`config.mk`:
```
export PLATFORM = sky130hd
export DESIGN_NAME = div_check_multiplier
export DESIGN_NICKNAME = d
export VERILOG_FILES = /design/src/rtl/div_check_multiplier.sv
export SDC_FILE = /design/constraint.sdc
export NUM_CORES = 1
export LEC_CHECK = 0
export CAP_MARGIN = 15
export CORE_MARGIN = 1
export CORE_UTILIZATION = 30
export DETAILED_ROUTE_END_ITERATION = 7
export PLACE_DENSITY = 0.47
export SETUP_SLACK_MARGIN = 0.5
export SYNTH_ARGS = -nofsm -noshare
export SYNTH_HDL_FRONTEND = slang
export SYNTH_SLANG_ARGS = --single-unit
```
`constraint.sdc`:
```
create_clock -name clk -period 3.75 [get_ports clk]
set_clock_uncertainty 0.1 [all_clocks]
set_input_delay 1.125 -clock clk [delete_from_list [all_inputs] [get_ports clk]]
set_output_delay 1.125 -clock clk [all_outputs]
set_load 0.005 [all_outputs]
```
`src/rtl/div_check_multiplier.sv`:
```
// div_check_multiplier: sequential shift-add unit that rebuilds a dividend
// from a division result (Q*D + R) and flags out-of-range remainders.
// Shares the switch/go front end of the restoring divider; one operation
// takes IDLE, WAIT, 4 x ITER, ADDREM, DONE.
module div_check_multiplier (
  input  logic       clk,
  input  logic       reset,
  input  logic       go,
  input  logic [7:0] data_in,
  input  logic [3:0] rem_in,
  output logic [7:0] data_result,
  output logic       err,
  output logic       done,
  output logic       busy
);

  localparam int unsigned OP_W  = 4;
  localparam int unsigned RES_W = 8;
  localparam int unsigned CNT_W = 2;

  typedef enum logic [2:0] {
    S_IDLE   = 3'd0,
    S_WAIT   = 3'd1,
    S_ITER   = 3'd2,
    S_ADDREM = 3'd3,
    S_DONE   = 3'd4
  } state_t;

  state_t             state;
  logic [RES_W-1:0]   mcand;
  logic [OP_W-1:0]    mplier;
  logic [RES_W-1:0]   acc;
  logic [OP_W-1:0]    rem_q;
  logic [OP_W-1:0]    d_q;
  logic [CNT_W-1:0]   count;

  // Status flags are decoded straight from the state register, so they
  // change only on clock edges.
  assign done = (state == S_DONE);
  assign busy = (state != S_IDLE);

  // Control FSM and datapath: operand capture, shift-add iterations,
  // remainder add and range check.
  always_ff @(posedge clk) begin
    if (reset) begin
      state       <= S_IDLE;
      data_result <= '0;
      err         <= 1'b0;
      acc         <= '0;
      count       <= '0;
      mcand       <= '0;
      mplier      <= '0;
      rem_q       <= '0;
      d_q         <= '0;
    end else begin
      case (state)
        S_IDLE: begin
          // Operands track the switches until go is seen; the edge that
          // samples go==1 is the one that captures them.
          mcand  <= {{(RES_W-OP_W){1'b0}}, data_in[7:4]};
          mplier <= data_in[3:0];
          d_q    <= data_in[3:0];
          rem_q  <= rem_in;
          acc    <= '0;
          count  <= '0;
          if (go) begin
            state <= S_WAIT;
          end
        end

        S_WAIT: begin
          // Start only once go is released so a held key runs one op.
          if (!go) begin
            state <= S_ITER;
          end
        end

        S_ITER: begin
          if (mplier[0]) begin
            acc <= acc + mcand;
          end
          mcand  <= mcand << 1;
          mplier <= mplier >> 1;
          count  <= count + CNT_W'(1);
          if (count == CNT_W'(3)) begin
            state <= S_ADDREM;
          end
        end

        S_ADDREM: begin
          // Result is written even for D==0 so the display shows R.
          data_result <= acc + {{(RES_W-OP_W){1'b0}}, rem_q};
          err         <= (d_q == '0) | (rem_q >= d_q);
          state       <= S_DONE;
        end

        S_DONE: begin
          state <= S_IDLE;
        end

        default: begin
          state <= S_IDLE;
        end
      endcase
    end
  end

endmodule

```
==> results by stage <==
Place:
- The weighted congestion reported at the end of routability-driven placement is between 0.7 and 0.8.
- The count of input and output buffers is 25.
- The placed wire-length estimate is 3560 um.

Worst hold path:
- The worst hold path depth is 2.
- The tightest min-delay check is of the reg2reg type.
- In this run the most critical hold path is launched from data_result[3]$_SDFFE_PP0P_.
- The hold path endpoint is data_result[3]$_SDFFE_PP0P_.

Logic synthesis:
- The share of synthesized area occupied by flip-flops and latches is between 30% and 40%.
- The post-synthesis area per instance is 8.58 sq um.
- The proportion of register bits with asynchronous set or reset after synthesis is 0%.
- The dominant register cell in the synthesized netlist is sky130_fd_sc_hd__dfxtp_1.
- Synthesis handed over a netlist of 260 instances.
- After synthesis the cells add up to approximately 2200 sq um.
- Counting flops with a built-in enable in the synthesized netlist gives 0.
- Counting every net in the synthesized netlist gives 293.
- The count of yosys warnings during synthesis is 0.
- After synthesis the netlist holds a flip-flop and latch count of 42.
- The count of different cell masters after synthesis is 44.

Power:
- The overall power consumption is between 0.0009 and 0.001 W.
- The leakage power of the design is ~1.0 nW.
- Dividing total power by cell area gives a power density of roughly 350 nW/um^2.
- IR analysis of the VDD net gives a maximum drop of between 0.2 and 0.25 mV.

CTS:
- The TritonCTS sink count is 42.
- Buffers added to address setup during post-CTS repair amount to 0.
- The clock input transition at the sequential cells of the worst setup and hold paths is 0.08 ns.
- The total clock buffers created by CTS is 5.
- The worst-case clock buffer depth is 2.
- The TritonCTS clock tree is yes.
- The count of hold-fix buffers inserted at cts is 0.
- In this run the clock root is driven by a sky130_fd_sc_hd__clkbuf_8.
- The depth of the CTS H-tree is 2.
- At the later pin of the worst-skew pair, clock insertion delay measures 0.29 ns.

Global routing:
- Global routing finished with a remaining overflow of 0.
- In the global route stage, met2 resource usage came out at around 22%.
- The number of global-route vias before repair came to ~1800.
- Entering global routing, the biggest net connects 45 pins.
- In the global route stage, met3 resource usage came out at 3.26%.
- The overall track demand over capacity in global routing is a little over an eighth.
- The met1 layer usage reported by global route is between 10% and 20%.
- The layer with the highest usage is met2.
- The number of antenna violations at the first check in global routing is 0.
- The first global-routing pass estimated 8280 um of wire.

STA:
- Setup repair after global routing left no endpoint under its margin.
- The aggregate negative setup slack is 0 ns.
- After layout, the worst path uses between 80% and 90% of the clock period.
- The worst pin sits at a relative slew slack of between 40 and 50%.
- The maximum clock frequency is roughly 330 MHz.
- The final-report max-slew violation count is 0.
- The transition time at the pin with the least slew margin is between 0.7 and 0.8 ns.
- The hold violation count in the final report was 0.
- The number of failing setup endpoints in the final timing report is 0.
- The minimum clock period after layout is 3.06 ns.

Worst setup path:
- The signal arrival time at the worst endpoint is around 1.8 ns.
- In this run the critical register-to-register path is captured at data_result[7]$_SDFFE_PP0P_.
- Counting buffers and inverters, the worst setup path is 4 cells deep.
- The count of buffering cells on the critical path with inverters included is 2.
- The maximum fanout along the worst path is 15.
- The largest single stage delay on the critical path is 0.54 ns.
- Walking the worst path, the cells encountered are or2_4, nor2_8, inv_2, clkdlybuf4s50_1.
- The element type at the critical path start is a flop.
- For the worst setup path, the data required time is 2.52 ns.
- The kind of end point of the critical path is an output port.
- The timing startpoint of the critical path is state[2]$_SDFFE_PP0P_.
- For flop-to-flop paths, the worst setup slack is 1.57 ns.
- The number of cells traversed by the worst register-to-register path is 6.
- The worst register-to-register path begins at state[1]$_SDFFE_PP0P_.
- The category of the most critical setup path is reg2out.
- The kind of cell adding the most delay to the critical path is buffers and inverters.
- The slowest stage of the critical path is the sky130_fd_sc_hd__clkdlybuf4s50_1 cell.

Floorplan:
- The I/O pin total is 26.
- The initial standard-cell utilization of the core is between 30% and 40%.
- After floorplanning, the core was sized to cover between 7000 and 8000 sq um.
- Measured along the x axis, the die boundary spans approximately 90 um.
- The number of placement rows is 31.
- The die is between 80 and 90 um tall.
- The die outline area is ~7800 sq um.

Finish:
- The utilization of the core after routing is a little over a third.
- The ratio of cells with drive above 1 in the final layout is under 10%.
- The count of fill cells added during filler insertion is slightly below 800.
- In the layout the commonest cells are 42 x sky130_fd_sc_hd__nand2_1, 42 x sky130_fd_sc_hd__dfxtp_1, 32 x sky130_fd_sc_hd__a21oi_1.
- From synthesis to final layout, the design area changed by 18.2%.
- The count of nets after finishing is 314.
- Summing all flip-flop and latch instances after layout gives ~840 sq um.
- The antenna diode count is 0.
- The multi-input gate area in the final layout is about 1300 sq um.

Drt:
- For this block, the via count after detailed routing is roughly 1800.
- For this block, the initial DRC count from the detailed router was 86.
- The first detailed-routing pass ran for 4 iterations.
- The wire length per cell is ~13 um.
- Wires add up to 4780 um.
- Using the TritonRoute via totals, the vias-per-cell ratio works out to 4.65.
- The number of nets with antenna violations after detailed routing is 0.
- The remaining design rule violation count is 0.

Status:
- The run finished with clean final reports.

Flow run:
- The count of maximum capacitance violations is 0.
[Yosys cell counts (3+ instances only)]
| cell type | count | area share, % |
|---|---|---|
| sky130_fd_sc_hd__buf_4 | 4 | 1.3 |
| sky130_fd_sc_hd__nor2b_1 | 5 | 1.4 |
| sky130_fd_sc_hd__ha_1 | 16 | 9.0 |
| sky130_fd_sc_hd__nor3_1 | 4 | 0.90 |
| sky130_fd_sc_hd__clkbuf_1 | 5 | 0.84 |
| sky130_fd_sc_hd__xnor2_1 | 5 | 2.0 |
| sky130_fd_sc_hd__nand2_1 | 42 | 7.1 |
| sky130_fd_sc_hd__a21oi_1 | 32 | 7.2 |
| sky130_fd_sc_hd__nand3_1 | 12 | 2.7 |
| sky130_fd_sc_hd__mux2i_1 | 6 | 2.7 |
| sky130_fd_sc_hd__nor2_1 | 18 | 3.0 |
| sky130_fd_sc_hd__a21o_1 | 4 | 1.3 |
| sky130_fd_sc_hd__inv_1 | 9 | 1.5 |
| sky130_fd_sc_hd__xor2_1 | 4 | 1.6 |
| sky130_fd_sc_hd__buf_6 | 3 | 1.5 |
| sky130_fd_sc_hd__dfxtp_1 | 42 | 38 |
| sky130_fd_sc_hd__a211oi_1 | 10 | 3.4 |
| sky130_fd_sc_hd__o21ai_0 | 4 | 0.90 |
[sequential cells by signal, indices dropped and copies added, names as in the netlist]
name	count
acc	8
mcand	8
rem_q	4
mplier	4
data_result	8
err	1
count	2
d_q	4
state	3
[worst register-to-register path, delay by kind of cell (launching register included)]
family / cells / cell delay [ns]
AOI/OAI and AO/OA: 2 / 0.17
buffers and inverters: 1 / 0.31
DFF: 1 / 0.54
and+or+nand+nor: 3 / 0.98
[power breakdown]
| part | switching (W) | total [W] | internal [W] |
|---|---|---|---|
| Clock | 0.000157 | 0.000353 | 0.000196 |
| Combinational | 0.0000535 | 0.000102 | 0.0000481 |
| Sequential | 0.0000175 | 0.000480 | 0.000462 |
| Total | 0.000228 | 0.000934 | 0.000707 |
[cell type report]
class | instances | area share, %
Tap cell | 99 | 4.70
Clock inverter | 3 | 1.52
Multi-Input combinational cell | 194 | 47.5
Sequential cell | 42 | 31.9
Clock buffer | 5 | 2.61
Timing Repair Buffer | 28 | 10.3
Inverter | 10 | 1.42
[per-layer routing]
metal	vias to the layer above	wire length, um	part of all wire [%]
met5	-	0	0
met4	0	34	0.71
met3	2	131	2.7
met2	24	2140	45
met1	804	2470	52
li1	941	-	-
[cell families after synthesis]
| family | share of synthesized area (%) |
|---|---|
| compound gates | 16.4 |
| xor+xnor | 3.53 |
| fa+ha+maj | 10.8 |
| buf+inv | 6.22 |
| flops | 37.7 |
| mux | 3.70 |
| simple gates | 21.6 |
[metrics by stage]
stage | area [sq um] | instances | setup WS (ns) | hold WS, ns
after floorplan | 2230 | 260 | 1.47 | 0.332
after global placement | 2530 | 373 | 0.855 | 0.341
after detailed placement | 2530 | 373 | 0.780 | 0.347
after CTS | 2640 | 381 | 0.668 | 0.357
after global routing | 2640 | 381 | 0.552 | 0.375
final | 2640 | 381 | 0.693 | 0.354
[worst max-delay path by stage]
stage	to	slack (ns)
5_1_grt	busy	0.55
3_5_place_dp	busy	0.78
4_1_cts	busy	0.67
2_1_floorplan	busy	1.47
3_3_place_gp	busy	0.85
6_report	busy	0.69
[what timing repair did]
action / in CTS / in global routing
endpoints found under the hold margin: 0 / 0
endpoints found under the setup margin: 1 / 0
gates resized for setup: 1 / 0
Power figures use the tool's default switching activity.
